File: src/rtl/pipeline_pkg.sv
// Shared types and constants for the pipeline hazard/forwarding control slice.
package pipeline_pkg;

    typedef enum logic [1:0] {
        FWD_RF = 2'b00,
        FWD_W  = 2'b01,
        FWD_M  = 2'b10
    } fwd_sel_e;

    typedef enum logic [1:0] {
        IDLE = 2'b00,
        BUSY = 2'b01,
        WB   = 2'b10
    } mc_state_e;

    localparam logic [1:0] RESULT_SRC_LOAD = 2'b01;

    // M-stage match outranks W-stage match; callers already exclude x0.
    function automatic fwd_sel_e fwd_select(input logic hit_m, input logic hit_w);
        if (hit_m)      return FWD_M;
        else if (hit_w) return FWD_W;
        else            return FWD_RF;
    endfunction

endpackage

File: src/rtl/mc_scoreboard.sv
// Pending-write scoreboard for the multi-cycle unit: one bit per architectural register.
module mc_scoreboard #(
    parameter int unsigned REG_ADDR_WIDTH = 5,
    parameter int unsigned NUM_REGS       = 32
) (
    input  logic                      clk_i,
    input  logic                      rst_ni,
    input  logic                      set_i,
    input  logic [REG_ADDR_WIDTH-1:0] set_addr_i,
    input  logic                      clr_i,
    input  logic [REG_ADDR_WIDTH-1:0] clr_addr_i,
    input  logic [REG_ADDR_WIDTH-1:0] rs1_addr_i,
    input  logic [REG_ADDR_WIDTH-1:0] rs2_addr_i,
    input  logic [REG_ADDR_WIDTH-1:0] rd_addr_i,
    output logic                      rs1_busy_c,
    output logic                      rs2_busy_c,
    output logic                      rd_busy_c
);

    logic [NUM_REGS-1:0] busy_q;
    logic [NUM_REGS-1:0] busy_d;

    // Clear applied first so a same-register set in the same cycle wins.
    always_comb begin
        busy_d = busy_q;
        if (clr_i) busy_d[clr_addr_i] = 1'b0;
        if (set_i) busy_d[set_addr_i] = 1'b1;
    end

    always_ff @(posedge clk_i or negedge rst_ni) begin
        if (!rst_ni) busy_q <= '0;
        else         busy_q <= busy_d;
    end

    always_comb begin
        rs1_busy_c = (rs1_addr_i != '0) && busy_q[rs1_addr_i];
        rs2_busy_c = (rs2_addr_i != '0) && busy_q[rs2_addr_i];
        rd_busy_c  = (rd_addr_i  != '0) && busy_q[rd_addr_i];
    end

endmodule

File: src/rtl/pipeline_control_mc.sv
// Hazard/forwarding unit for the 5-stage RV32 core with scoreboarded
// variable-latency multi-cycle unit sharing the W-stage write port.
module pipeline_control_mc
    import pipeline_pkg::*;
#(
    parameter int unsigned REG_ADDR_WIDTH = 5,
    parameter int unsigned NUM_REGS       = 32,
    parameter int unsigned LAT_WIDTH      = 6
) (
    input  logic                      clk_i,
    input  logic                      rst_ni,
    input  logic [REG_ADDR_WIDTH-1:0] rs1_addr_d_i,
    input  logic [REG_ADDR_WIDTH-1:0] rs2_addr_d_i,
    input  logic [REG_ADDR_WIDTH-1:0] rd_addr_d_i,
    input  logic                      reg_write_d_i,
    input  logic                      mc_op_d_i,
    input  logic [REG_ADDR_WIDTH-1:0] rs1_addr_e_i,
    input  logic [REG_ADDR_WIDTH-1:0] rs2_addr_e_i,
    input  logic [REG_ADDR_WIDTH-1:0] rd_addr_e_i,
    input  logic                      reg_write_e_i,
    input  logic [1:0]                result_src_e_i,
    input  logic                      mc_start_e_i,
    input  logic [LAT_WIDTH-1:0]      mc_latency_e_i,
    input  logic [REG_ADDR_WIDTH-1:0] rd_addr_m_i,
    input  logic                      reg_write_m_i,
    input  logic [REG_ADDR_WIDTH-1:0] rd_addr_w_i,
    input  logic                      reg_write_w_i,
    input  logic                      pc_src_e_i,
    output logic                      stall_f_o,
    output logic                      stall_d_o,
    output logic                      flush_d_o,
    output logic                      flush_e_o,
    output logic [1:0]                forward_a_e_o,
    output logic [1:0]                forward_b_e_o,
    output logic                      mc_busy_o,
    output logic                      mc_wb_o,
    output logic                      mc_err_o
);

    mc_state_e                 state_q, state_d;
    logic [LAT_WIDTH-1:0]      cnt_q, cnt_d;
    logic [REG_ADDR_WIDTH-1:0] rd_q, rd_d;
    logic                      err_q, err_d;
    logic [LAT_WIDTH-1:0]      lat_m1;
    logic                      sb_set, sb_clr;
    logic                      rs1_busy, rs2_busy, rd_busy;
    logic                      load_stall, sb_stall, struct_stall, stall;

    always_ff @(posedge clk_i or negedge rst_ni) begin
        if (!rst_ni) begin
            state_q <= IDLE;
            cnt_q   <= '0;
            rd_q    <= '0;
            err_q   <= 1'b0;
        end else begin
            state_q <= state_d;
            cnt_q   <= cnt_d;
            rd_q    <= rd_d;
            err_q   <= err_d;
        end
    end

    // Multi-cycle FSM: latency L gives the WB state L cycles after issue.
    always_comb begin
        state_d = state_q;
        cnt_d   = cnt_q;
        rd_d    = rd_q;
        err_d   = err_q | (mc_start_e_i && (state_q != IDLE));
        sb_set  = 1'b0;
        sb_clr  = 1'b0;
        mc_wb_o = 1'b0;
        lat_m1  = (mc_latency_e_i == '0) ? '0 : mc_latency_e_i - LAT_WIDTH'(1);
        case (state_q)
            IDLE: begin
                if (mc_start_e_i) begin
                    rd_d    = rd_addr_e_i;
                    cnt_d   = lat_m1;
                    sb_set  = (rd_addr_e_i != '0);
                    state_d = (lat_m1 == '0) ? WB : BUSY;
                end
            end
            BUSY: begin
                if (cnt_q <= LAT_WIDTH'(1)) begin
                    cnt_d   = '0;
                    state_d = WB;
                end else begin
                    cnt_d = cnt_q - LAT_WIDTH'(1);
                end
            end
            WB: begin
                if (!reg_write_w_i) begin
                    mc_wb_o = 1'b1;
                    sb_clr  = 1'b1;
                    state_d = IDLE;
                end
            end
            default: state_d = IDLE;
        endcase
    end

    mc_scoreboard #(
        .REG_ADDR_WIDTH (REG_ADDR_WIDTH),
        .NUM_REGS       (NUM_REGS)
    ) u_scoreboard (
        .clk_i      (clk_i),
        .rst_ni     (rst_ni),
        .set_i      (sb_set),
        .set_addr_i (rd_addr_e_i),
        .clr_i      (sb_clr),
        .clr_addr_i (rd_q),
        .rs1_addr_i (rs1_addr_d_i),
        .rs2_addr_i (rs2_addr_d_i),
        .rd_addr_i  (rd_addr_d_i),
        .rs1_busy_c (rs1_busy),
        .rs2_busy_c (rs2_busy),
        .rd_busy_c  (rd_busy)
    );

    // Hazard detection, forwarding selects; a taken branch overrides stalls.
    always_comb begin
        load_stall   = (result_src_e_i == RESULT_SRC_LOAD) && reg_write_e_i &&
                       (rd_addr_e_i != '0) &&
                       ((rd_addr_e_i == rs1_addr_d_i) || (rd_addr_e_i == rs2_addr_d_i));
        sb_stall     = rs1_busy || rs2_busy || (reg_write_d_i && rd_busy);
        struct_stall = mc_op_d_i && (state_q != IDLE);
        stall        = load_stall || sb_stall || struct_stall;

        stall_f_o = stall && !pc_src_e_i;
        stall_d_o = stall && !pc_src_e_i;
        flush_d_o = pc_src_e_i;
        flush_e_o = stall || pc_src_e_i;

        forward_a_e_o = fwd_select(
            reg_write_m_i && (rs1_addr_e_i != '0) && (rd_addr_m_i == rs1_addr_e_i),
            reg_write_w_i && (rs1_addr_e_i != '0) && (rd_addr_w_i == rs1_addr_e_i));
        forward_b_e_o = fwd_select(
            reg_write_m_i && (rs2_addr_e_i != '0) && (rd_addr_m_i == rs2_addr_e_i),
            reg_write_w_i && (rs2_addr_e_i != '0) && (rd_addr_w_i == rs2_addr_e_i));

        mc_busy_o = (state_q != IDLE);
        mc_err_o  = err_q;
    end

endmodule

File: config.mk
export PLATFORM = sky130hd
export DESIGN_NAME = pipeline_control_mc
export DESIGN_NICKNAME = d
export VERILOG_FILES = /design/src/rtl/pipeline_pkg.sv /design/src/rtl/mc_scoreboard.sv /design/src/rtl/pipeline_control_mc.sv
export SDC_FILE = /design/constraint.sdc
export NUM_CORES = 1
export LEC_CHECK = 0
export ABC_CLOCK_PERIOD_IN_PS = 3200
export BUFFER_PORTS_ARGS = -buffer_cell sky130_fd_sc_hd__buf_4
export CAP_MARGIN = 10
export CORE_UTILIZATION = 40
export CTS_BUF_LIST = sky130_fd_sc_hd__clkbuf_4
export CTS_CLUSTER_SIZE = 12
export DETAILED_ROUTE_END_ITERATION = 7
export PLACE_DENSITY_LB_ADDON = 0.15
export SYNTH_ARGS = -nofsm -noshare
export SYNTH_HDL_FRONTEND = slang
export SYNTH_SLANG_ARGS = --single-unit
File: constraint.sdc
create_clock -name clk_i -period 3.2 [get_ports clk_i]
set_input_delay 0 -clock clk_i [delete_from_list [all_inputs] [get_ports clk_i]]
set_output_delay 0 -clock clk_i [all_outputs]
set_load 0.005 [all_outputs]
Yosys cells after proc, flatten, opt, wreduce, memory -nomap -nowiden --
Cells that the tools add are included.
Storage, ports and cells: logic and storage cells 101, input bits 57, register bits after elaboration 46, output and inout port bits 11
Cells by class: bitwise gates (word level) 4, $add $sub $neg 2, reduce and logical (&&, ||, !) cells 41, mux-type cells 29, $lt $le $gt $ge 8, equal/unequal tests 12
Operators with widths (number):
- 32-bit 2-to-1 mux | 2
- 32-bit bitwise AND | 1
- 32-bit inverter | 1
- 32-bit OR | 1
- 5-bit equality test | 6
- 5-bit by 6-bit < comparator with 1-bit output (second input constant) | 5
- 5-bit nonzero test | 6
- 1-bit logical AND | 20
- 6-bit 2-to-1 mux | 3
- 1-bit binary-select mux with 5-bit select | 3
- 6-bit zero test | 2
- 2-bit 2-to-1 mux | 6
- 6-bit one-hot mux with 2 select lines | 1
- 6-bit by 1-bit subtractor with 6-bit output (second input constant) | 2
- 1-bit 2-to-1 mux | 11
- 1-bit demux with 5-bit select | 2
- 5-bit by 1-bit >= comparator with 1-bit output (second input constant) | 2
- 6-bit by 1-bit <= comparator with 1-bit output (second input constant) | 1
- 1-bit logical OR | 6
- 2-bit inequality test (second input constant) | 3
- 2-bit one-hot mux with 3 select lines | 1
- 2-bit by 1-bit equality test with 1-bit output (second input constant) | 2
- 2-bit AND reduction | 2
- 2-bit nonzero test | 2
- 5 further kinds | 5

Longest topological paths before layout --
Gate-level depths: netlist (run 1).
depth in word-level cells 9, mapped depth 7

Cells and area by module --
Synthesis (run 1) repeated with hierarchy kept, for this count alone.
Unflattened totals: cells, all modules 366, area, all modules 3472.1 um2
By module, submodules not included:
- mc_scoreboard | area an instance 2178.3 um2, cells an instance 219, seq. area each 775.7 um2, instances 1
- pipeline_control_mc | area an instance 1293.7 um2, cells an instance 147, seq. area each 350.3 um2, instances 1

Least setup slack after synthesis (run 1) --
No wires, ideal clock.
path kind flip-flop to output port, start point register u_scoreboard.busy_q[5], end point output stall_f_o, stages on the path, launching flop included 7, data required time 3200 ps, path slack 1389 ps, data arrival time 1811 ps, buffers on the path 1, cell sequence dfrtp_1 mux2i_1 mux4_2 mux4_2 o41a_1 a31oi_1 buf_4
Between the ends: word-level cells in the longest chain between the ends 8, elaborated cells between the ends (all ways) 15
RTL lines:
- from (decl) | RTL line mc_scoreboard.sv:20 | logic [NUM_REGS-1:0] busy_q;
- from (signal assigned) | RTL line mc_scoreboard.sv:32 | else busy_q <= busy_d;
- 1-bit binary-select mux with 5-bit select (on tied branches) | RTL line mc_scoreboard.sv:36, mc_scoreboard.sv:37, mc_scoreboard.sv:38
- 1-bit 2-to-1 mux (on tied branches) | RTL line mc_scoreboard.sv:36, mc_scoreboard.sv:37, mc_scoreboard.sv:38
- 1-bit logical AND (on tied branches) | RTL line mc_scoreboard.sv:36, mc_scoreboard.sv:37, mc_scoreboard.sv:38
- 1-bit logical OR or 1-bit logical AND (tied branches) | RTL line pipeline_control_mc.sv:124 | sb_stall = rs1_busy || rs2_busy || (reg_write_d_i && rd_busy);
- 1-bit logical OR * | RTL line pipeline_control_mc.sv:124
- 1-bit logical OR * (2 in a row) | RTL line pipeline_control_mc.sv:126 | stall = load_stall || sb_stall || struct_stall;
- 1-bit logical AND *
- to (decl) | RTL line pipeline_control_mc.sv:29 | output logic stall_f_o,
Every way passes the cells marked *; elsewhere a longest branch is shown, timed or not. The select of a mux whose other input is x is not followed.

Worst setup path in the final report (run 1) --
start point register u_scoreboard.busy_q[23], end point output stall_f_o
Between the ends: word-level cells in the longest chain between the ends 8, elaborated cells between the ends (all ways) 15
RTL lines:
- 1-bit binary-select mux with 5-bit select (on tied branches) | RTL line mc_scoreboard.sv:36, mc_scoreboard.sv:37, mc_scoreboard.sv:38
- 1-bit 2-to-1 mux (on tied branches) | RTL line mc_scoreboard.sv:36, mc_scoreboard.sv:37, mc_scoreboard.sv:38
- 1-bit logical AND (on tied branches) | RTL line mc_scoreboard.sv:36, mc_scoreboard.sv:37, mc_scoreboard.sv:38
- 1-bit logical OR or 1-bit logical AND (tied branches) | RTL line pipeline_control_mc.sv:124
- 1-bit logical OR * | RTL line pipeline_control_mc.sv:124
- 1-bit logical OR * (2 in a row) | RTL line pipeline_control_mc.sv:126
- 1-bit logical AND * | RTL line pipeline_control_mc.sv:128 | stall_f_o = stall && !pc_src_e_i;
Marked as above.

==> results of run 1 <==
-- worst max-delay path, stage by stage (launching register included) --
cell	delay, ns
dfrtp_1	0.43
mux4_2	0.49
mux2i_1	0.15
nor3b_1	0.07
a2111oi_0	0.52
a31oi_1	0.18
buf_4	0.18
-- cells in the mapped netlist, types with 2 or more instances --
library cell / count / share of area (%)
ha_1: 3 / 1.1
nand2_1: 17 / 1.9
nor2_1: 25 / 2.8
mux2i_1: 20 / 5.9
o22a_1: 2 / 0.51
xnor2_1: 27 / 7.0
nor4_1: 4 / 0.74
mux4_1: 4 / 3.1
nor4bb_1: 2 / 0.59
nor3b_1: 3 / 0.66
buf_4: 2 / 0.44
buf_6: 3 / 0.99
nor2b_1: 2 / 0.37
nor3_1: 4 / 0.59
dfrtp_1: 45 / 33
mux2_2: 7 / 2.3
nand3_1: 6 / 0.88
nand4_1: 6 / 1.1
buf_1: 2 / 0.22
xor2_1: 4 / 1.0
nand3b_1: 12 / 2.6
inv_1: 8 / 0.88
clkbuf_1: 6 / 0.66
a21oi_1: 8 / 1.2
a31oi_1: 2 / 0.37
mux4_2: 15 / 9.9
or4_1: 3 / 0.66
nand2b_1: 9 / 1.7
or3_1: 3 / 0.55
o21ai_0: 73 / 11
o22ai_1: 3 / 0.55
buf_2: 7 / 1.0
-- worst paths after layout --
| check | start | end | slack [ns] | cells past startpoint |
|---|---|---|---|---|
| min reg2reg | mc_err_o | mc_err_o | 0.48 | 1 |
| min in group asynchronous | rst_ni | cnt_q[0] | 0.17 | 2 |
| max | u_scoreboard.busy_q[23] | stall_f_o | 0.84 | 6 |
| min | rd_addr_e_i[3] | rd_q[3] | 0.03 | 2 |
| max in group asynchronous | rst_ni | u_scoreboard.busy_q[13] | 2.64 | 2 |
| max reg2reg | cnt_q[2] | cnt_q[4] | 1.18 | 5 |
-- kinds of logic after synthesis --
family,share of synthesized area (%)
mux,21.2
xor+xnor,7.98
simple gates,16.3
compound gates,16.1
buf+inv,4.23
flops,33.1
fa+ha+maj,1.10
-- what timing repair did --
item                      4_1_cts  5_1_grt
setup buffers                   0        0
hold buffers                    8        0
hold endpoints to repair       52        0
resized for setup               0        0
-- power breakdown --
part,total (W),switching (W),internal [W]
logic,0.00109,0.000510,0.000576
clock network,0.000342,0.000182,0.000159
registers,0.00112,0.000310,0.000809
total,0.00255,0.00100,0.00154
-- metrics by stage --
stage / instance area, um^2 / hold WS (ns) / setup WS [ns] / total power [W]
after floorplan: 3400 / -0.296 / 1.39 / 0.00183
after global routing: 4080 / 0.0174 / 0.643 / 0.00274
final: 4080 / 0.0250 / 0.835 / 0.00255
after CTS: 4080 / 0.0167 / 0.773 / 0.00255
after global placement: 3930 / 0.0340 / 1.26 / 0.00218
after detailed placement: 3930 / 0.0469 / 1.18 / 0.00220
-- layout make-up --
class	instances	area, um^2	share of cell area [%]
clock buffer	5	37.5	0.919
clock inverter	2	35.0	0.858
inverter	8	30.0	0.736
multi-input combinational	280	2130	52.2
sequential	45	1130	27.6
tap	105	131	3.22
timing repair buffer	76	591	14.5
-- flip-flops by register name, summed over array words and instances, names as in the netlist --
signal and cells:
cnt_q 6, u_scoreboard.busy_q 31, rd_q 5, state_q 2, mc_err_o 1
-- routing by layer --
metal | routed length, um | up-vias
li1 | - | 1445
met1 | 4120 | 1452
met2 | 4430 | 116
met3 | 569 | 8
met4 | 85 | 0
met5 | 0 | -
==> metrics.txt, run 1 <==
status complete, no violations; critical path type flop to output pin; Worst-Margin Slew between 0.7 and 0.8 ns; CTS max path bufs 2; Static Leak 1.68 nW; fill cell count 770; Netlist cell types 48; largest net degree at the start of global routing 46; port buffer count 67; RSZ-0062 raised after global routing no; initial antenna violation count 0; fmax between 400 and 500 MHz; Synth Register Bits 45; Post-synth ARST share 100%; Die X between 90 and 100 um; DRC Markers 0; syn_area_per_cell about 9.6 um^2; post-layout minimum cycle time approximately 2.4 ns; Syn Std Cell Area between 0.003 and 0.004 mm^2; num rows 33; GRT Residual Overflow 0; Routed WL per cell 17.7 um; gpl congestion approximately 0.8; clk_lat worst skew roughly 0.35 ns; Layout Cells excl Fill ~520; drt total wl between 9000 and 10000 um; CP required 3.20 ns; vias after detailed routing 3021; fin crit share 73.9%; DRT Pass-1 Iters 5; Clock Sinks 45; CTS tree done; dpl hpwl 7100 um; CTS buffer count 5; critical path arrival approximately 2.4 ns; vias in the first global route roughly 3000; GRT Max-Usage Layer met2; final design utilization about 50%; syn_nets just over 400; area of the core 0.00822 mm^2; Mapped Cells between 300 and 400; endpoints failing hold 0; placed insts between 500 and 600; commonest non-fill, non-tap cell in the layout o21ai_0; Layout Nets 476; GRT Overall Usage approximately 22%; Setup Skew around 0.0074 ns; Worst IR Drop VDD slightly below 0.0003 V; Yosys warnings 0; H-tree levels 2; crit end category output pin; Area growth syn-to-layout 20.0%; DIE HEIGHT roughly 94 um; antenna fix cells 0; layout cell share with drive strength beyond 1 a little under a quarter; Max Cap Viol 0; grt met3 use about 2.9%; Final Setup Violations 0; CP Max Fanout 4; drt first-iter violations between 150 and 200; boundary pin count 68; post-route setup TNS 0 ns; Initial Util about two fifths; met1 Use GR roughly 28%; DR vias/cell 5.80; highest-count cells in the layout ignoring fill and taps o21ai_0 (73), buf_4 (68), dfrtp_1 (45); HP Class input pin to flop; ANT nets after route 0; clk root buf clkbuf_4; sequential share of the synthesized area about a third; ys flop type dfrtp_1; Slew Limit Fails 0; clk slew on worst S/H paths 0.13 ns; GR Util met2 approximately two fifths; PwrDens 624 mW/mm^2; EDFF count, synth 0; type of origin of the critical path flop; worst rel slew slack between 50% and 60%; Die ar. between 0.008 and 0.009 mm^2; global-route wire length before repair between 10000 and 15000 um
No activity file was read; power rests on OpenSTA's default activity.
==> run 2: changes to the inputs <==
- ABC_CLOCK_PERIOD_IN_PS: 3200 -> 2300
- clock period: 3.2 -> 2.3 ns (I/O delays scaled with it)
==> metrics.txt, run 2 (same netlist as run 1, synthesis figures left out) <==
drt total wl 9250 um (was 9200 um); boundary pin count 68 (unchanged); largest net degree at the start of global routing 46 (unchanged); top flop regs u_scoreboard.busy_q (31), cnt_q (6), rd_q (5) (unchanged); post-route setup TNS 0 ns (unchanged); RSZ-0062 raised after global routing yes (was no); clk root buf clkbuf_4 (unchanged); worst reg2reg path depth 6 (was 5); drt first-iter violations 183 (was 176); Static Leak 1.69 nW (was 1.68 nW); Largest register FFs 31 (unchanged); vias in the first global route 2894 (was 2958); area of the core 0.00822 mm^2 (unchanged); worst rel slew slack 54.8% (was 52.5%); top sig layer met4 (unchanged); metal3 WL 638 um (was 569 um); Area growth syn-to-layout 21.2% (was 20.0%); num rows 33 (unchanged); global-route wire length before repair 14600 um (was 14900 um); worst hold slack 0.0216 ns (was 0.0250 ns); endpoints failing hold 0 (unchanged); gpl congestion 0.822 (was 0.818); highest-count cells in the layout ignoring fill and taps o21ai_0 (73), buf_4 (71), dfrtp_1 (45) (was o21ai_0 (73), buf_4 (68), dfrtp_1 (45)); fmax between 400 and 500 MHz; post-layout minimum cycle time between 2 and 2.5 ns; GRT Overall Usage 21.6% (was 21.9%); metal2 WL 4370 um (was 4430 um); Worst-Margin Slew 0.676 ns (was 0.712 ns); M1 wire length 4150 um (was 4120 um); Clock Sinks 45 (unchanged); final design utilization 50.2% (was 49.7%); Worst Hold End rd_q[4] (was rd_q[3]); DRC Markers 0 (unchanged); critical path arrival 2.27 ns (was 2.36 ns); largest reg by FF count u_scoreboard.busy_q (unchanged); CTS buffer count 5 (unchanged); Die X 94.2 um (unchanged); worst r2r src cnt_q[3] (was cnt_q[2]); CP required 2.30 ns (was 3.20 ns); FF-to-FF End cnt_q[5] (was cnt_q[4]); DR vias/cell 5.76 (was 5.80); DRT Pass-1 Iters 4 (was 5); layout cell share with drive strength beyond 1 24.8% (was 23.8%); launch point of the worst hold path rd_addr_e_i[4] (was rd_addr_e_i[3]); antenna fix cells 0 (unchanged); status complete, no violations (unchanged); Slew Limit Fails 0 (unchanged); clk_lat worst skew 0.34 ns (was 0.35 ns); Worst Hold Path Cells 2 (unchanged); port buffer count 67 (unchanged); Routed WL per cell 17.6 um (was 17.7 um); Die ar. 0.00888 mm^2 (unchanged); DIE HEIGHT 94.2 um (unchanged); placed insts 507 (was 506); commonest non-fill, non-tap cell in the layout o21ai_0 (unchanged); critical path type flop to output pin (unchanged); GRT Residual Overflow 0 (unchanged); CTS tree done (unchanged); HP Class input pin to flop (unchanged); flop-to-flop setup slack 0.32 ns (was 1.18 ns); Setup Skew 0.0104 ns (was 0.00742 ns); PwrDens 874 mW/mm^2 (was 624 mW/mm^2); Layout Cells excl Fill 525 (was 521); Max Cap Viol 0 (unchanged); initial antenna violation count 0 (unchanged); crit end category output pin (unchanged); fin crit share between 90% and 100%; vias after detailed routing 3023 (was 3021); ANT nets after route 0 (unchanged); Final Setup Violations 0 (unchanged); type of origin of the critical path flop (unchanged); total chip power 0.00360 W (was 0.00255 W); Worst IR Drop VDD 0.000368 V (was 0.000297 V); CP Max Fanout 3 (was 4); clk slew on worst S/H paths 0.13 ns (about the same); dpl hpwl 7140 um (was 7100 um); CTS max path bufs 2 (unchanged); H-tree levels 2 (unchanged); Initial Util 41.4% (unchanged); Layout Nets 479 (was 476)
-- run 2: cell types whose count changed in the layout (fill, tap and decap cells not counted), sizes merged --
cell    delta
buf        +3
clkbuf     +1
-- run 2: final cells by class --
| type | instances | area (um^2) |
|---|---|---|
| repair buffers | 79 | 613 |
| clock inverters | 2 | 33.8 |
| flip-flops and latches | 45 | 1130 |
| fillers | 773 | 4090 |
| inverters | 8 | 30.0 |
| multi-input cells | 280 | 2140 |
| clock buffers | 6 | 45.0 |
| well taps | 105 | 131 |
-- run 2: where the power goes --
group / switching (W) / total, W / internal (W)
Sequential: 0.000418 / 0.00154 / 0.00113
Combinational: 0.000731 / 0.00157 / 0.000838
Clock: 0.000253 / 0.000492 / 0.000239
Total: 0.00140 / 0.00360 / 0.00220
-- run 2: metrics by stage --
stage               worst slack, ns  instance area, um^2
CTS                         -0.0118                 4110
detailed placement            0.325                 3940
global route                -0.0894                 4120
global placement              0.371                 3940
finish                       0.0347                 4120
floorplan                     0.489                 3400
-- run 2: how the worst max path moves through the flow --
stage,from,endpoint,slack (ns)
2_1_floorplan,u_scoreboard.busy_q[5],stall_f_o,0.49
6_report,u_scoreboard.busy_q[3],stall_f_o,0.03
5_1_grt,u_scoreboard.busy_q[3],stall_f_o,-0.09
3_3_place_gp,u_scoreboard.busy_q[23],stall_f_o,0.37
4_1_cts,u_scoreboard.busy_q[3],stall_f_o,-0.01
3_5_place_dp,u_scoreboard.busy_q[23],stall_f_o,0.32
-- run 2: what timing repair did --
action | in CTS | in global routing
hold endpoints to repair | 52 | 0
pin swaps | 0 | 1
setup buffers | 1 | 1
hold buffers | 8 | 0
endpoints found under the setup margin | 3 | 3
resized for setup | 1 | 2
-- run 2: layer usage --
| layer | track usage, % | vias to the layer above |
|---|---|---|
| met3 | 3.07 | 6 |
| met4 | 5.38 | 0 |
| met5 | 0 | - |
| met2 | 36.8 | 122 |
| li1 | - | 1450 |
| met1 | 28.5 | 1445 |
-- run 2: worst max-delay path: stages, from the launching register on --
cell,delay (ns)
dfrtp_1,0.43
mux2i_1,0.10
mux4_2,0.46
mux4_2,0.46
o41a_1,0.14
a31oi_2,0.20
buf_4,0.14
==> run 3: changes to the inputs <==
- ABC_AREA: unset -> 1
==> metrics.txt, run 3 <==
top-count cell post-synth nand2_1 (was o21ai_0); worst reg2reg path depth 7 (was 6); initial antenna violation count 0 (unchanged); final design utilization 48.5% (was 50.2%); post-route setup TNS 0 ns (unchanged); endpoints failing hold 0 (unchanged); Clock Sinks 46 (was 45); syn_nets 677 (was 413); top flop regs u_scoreboard.busy_q (32), cnt_q (6), rd_q (5) (was u_scoreboard.busy_q (31), cnt_q (6), rd_q (5)); H-tree levels 2 (unchanged); post-CTS setup buffer count 0 (was 1); CTS max path bufs 2 (unchanged); post-layout minimum cycle time 1.95 ns (was 2.27 ns); GRT Residual Overflow 0 (unchanged); flop-to-flop setup slack 0.42 ns (was 0.32 ns); largest net degree at the start of global routing 47 (was 46); fin crit share 84.9% (was 98.5%); Synth Area in Compound Gates 15.1% (was 16.1%); Yosys warnings 0 (unchanged); DR vias/cell 5.25 (was 5.76); largest family of logic cells by synthesized area simple AND/OR/NAND/NOR gates (was multiplexers); highest-count cells in the layout ignoring fill and taps nand2_1 (189), nand3_1 (92), inv_1 (87) (was o21ai_0 (73), buf_4 (71), dfrtp_1 (45)); vias after detailed routing 4243 (was 3023); area share of the largest cell type after synthesis 29.7% (was 33.1%); vias in the first global route 3904 (was 2894); met1 Use GR 29.6% (was 28.5%); clk_lat worst skew 0.36 ns (was 0.34 ns); PwrDens 742 mW/mm^2 (was 874 mW/mm^2); gpl congestion 0.896 (was 0.822); HP Class input pin to flop (unchanged); drt first-iter violations 222 (was 183); EDFF count, synth 0 (unchanged); Worst IR Drop VDD 0.000579 V (was 0.000368 V); dpl hpwl 9260 um (was 7140 um); Synth Register Bits 46 (was 45); Area growth syn-to-layout 16.9% (was 21.2%); multiplexer area fraction after synthesis 0% (was 21.2%); Die X 100 um (was 94.2 um); placed insts 793 (was 507); Synth area leader dfrtp_1 (unchanged); FF-to-FF End u_scoreboard.busy_q[15] (was cnt_q[5]); Die ar. 0.0101 mm^2 (was 0.00888 mm^2); grt met3 use 2.23% (was 3.07%); Slew Limit Fails 0 (unchanged); clk slew on worst S/H paths 0.14 ns (was 0.13 ns); boundary pin count 68 (unchanged); antenna fix cells 0 (unchanged); status complete, no violations (unchanged); Static Leak 2.35 nW (was 1.69 nW); worst rel slew slack 60.8% (was 54.8%); syn_area_per_cell 6.28 um^2 (was 9.64 um^2); Largest register FFs 32 (was 31); GRT Max-Usage Layer met2 (unchanged); type of origin of the critical path flop (unchanged); GRT Overall Usage 23.8% (was 21.6%); DRT Pass-1 Iters 5 (was 4); CP required 2.30 ns (about the same); fill cell count 991 (was 773); top post-synthesis cells by area dfrtp_1 (30%), nand2_1 (18%), nand3_1 (12%), o21ai_0 (8.9%), inv_1 (8.4%) (was dfrtp_1 (33%), o21ai_0 (11%), mux4_2 (9.9%), xnor2_1 (7.0%), mux2i_1 (5.9%)); Mapped Cells 617 (was 353); fmax 512 MHz (was 441 MHz); CP startpoint u_scoreboard.busy_q[0] (was u_scoreboard.busy_q[3]); pre-CTS WS 0.493 ns (was 0.325 ns); critical path endpoint stall_f_o (unchanged); CTS buffer count 5 (unchanged); GR Util met2 42.4% (was 36.8%); global-route wire length before repair 18900 um (was 14600 um); ys flop type dfrtp_1 (unchanged); critical path type flop to output pin (unchanged); CP Max Fanout 4 (was 3); worst hold slack 0.0607 ns (was 0.0216 ns); num rows 35 (was 33); DRC Markers 0 (unchanged); layout cell share with drive strength beyond 1 13.1% (was 24.8%); DIE HEIGHT 100 um (was 94.2 um); sequential share of the synthesized area 29.7% (was 33.1%); port buffer count 67 (unchanged); Layout Cells excl Fill 808 (was 525); Layout Nets 738 (was 479); area of the core 0.00933 mm^2 (was 0.00822 mm^2); ANT nets after route 0 (unchanged); Syn Std Cell Area 0.00387 mm^2 (was 0.00340 mm^2); CTS tree done (unchanged); commonest non-fill, non-tap cell in the layout nand2_1 (was o21ai_0); crit end category output pin (unchanged); drt total wl 11800 um (was 9250 um); Netlist cell types 37 (was 48); adder and majority gate portion of the synthesized area 0.969% (was 1.10%); RSZ-0062 raised after global routing no (was yes); Setup Skew 0.0195 ns (was 0.0104 ns); clk root buf clkbuf_4 (unchanged); worst setup margin 0.347 ns (was 0.0347 ns); Max Cap Viol 0 (unchanged); Post-CTS Resized 0 (was 1); worst r2r src state_q[1] (was cnt_q[3]); xor-xnor portion of the synthesized cell area 4.30% (was 7.98%); Routed WL per cell 14.6 um (was 17.6 um); Initial Util 41.5% (was 41.4%); Final Setup Violations 0 (unchanged); Hold-fix buffers, CTS 7 (was 8); Worst-Margin Slew 0.588 ns (was 0.676 ns); Post-synth ARST share 100% (unchanged); simple-gate share of the synthesized area 36.7% (was 16.3%); critical path arrival 1.95 ns (was 2.27 ns); largest reg by FF count u_scoreboard.busy_q (unchanged); commonest cells in the netlist nand2_1 (189), nand3_1 (92), inv_1 (87) (was o21ai_0 (73), dfrtp_1 (45), xnor2_1 (27))
run 3: cell types whose count changed in the layout (fill, tap and decap cells not counted), sizes merged, moves of 12 or more:
cell / delta
nand2: +175
xnor2: -16
nand3b: -12
inv: +83
mux4: -19
mux2i: -20
nand3: +86
run 3: metal layers:
layer / wire length, um / vias up
met5: 0 / -
met4: 376 / 0
met3: 560 / 26
met2: 5570 / 139
met1: 5280 / 1948
li1: - / 2130
run 3: through the flow:
stage	power, W	area, um^2
2_1_floorplan	0.00234	3870
3_3_place_gp	0.00280	4380
3_5_place_dp	0.00284	4380
4_1_cts	0.00334	4530
5_1_grt	0.00365	4530
6_report	0.00336	4530
run 3: power breakdown:
group	total (W)	switching (W)	internal, W
registers	0.00129	0.000219	0.00107
logic	0.00157	0.00102	0.000553
clock network	0.000498	0.000256	0.000241
total	0.00336	0.00149	0.00187
run 3: logic make-up (layout without fill, tap and decap cells):
group,after synthesis,count (layout)
buffers and inverters,112,174
AO/OA/AOI/OAI,104,104
adder cells (fa/ha/maj),3,3
XOR/XNOR,19,19
AND/OR/NAND/NOR,333,333
flip-flops,46,46
run 3: how the worst min path moves through the flow:
stage                     cells past startpoint                       to              start
after detailed placement                      1  u_scoreboard.busy_q[17]             rst_ni
final                                         5               state_q[0]  mc_latency_e_i[5]
after CTS                                     5               state_q[0]  mc_latency_e_i[5]
after global routing                          5               state_q[0]  mc_latency_e_i[5]
after floorplan                               0                 cnt_q[0]             rst_ni
after global placement                        1  u_scoreboard.busy_q[25]             rst_ni
run 3: area by class of cell:
| class | count | area, um^2 | share of cell area [%] |
|---|---|---|---|
| Clock buffer | 6 | 45.0 | 0.995 |
| Clock inverter | 2 | 37.5 | 0.829 |
| Inverter | 92 | 350 | 7.74 |
| Multi-Input combinational cell | 459 | 2210 | 48.8 |
| Sequential cell | 46 | 1150 | 25.4 |
| Tap cell | 129 | 161 | 3.56 |
| Timing Repair Buffer | 74 | 573 | 12.7 |
run 3: critical path, stage by stage (launching register included):
cell and delay, ns:
dfrtp_1 0.38, inv_1 0.19, nand2_1 0.08, nand3_1 0.08
nand2_1 0.05, nand2_1 0.06, nand2_1 0.05, nand2_1 0.07
nand2_1 0.06, a21oi_1 0.20, nand2_1 0.09, nor2_2 0.10
nor2_1 0.06, buf_4 0.13
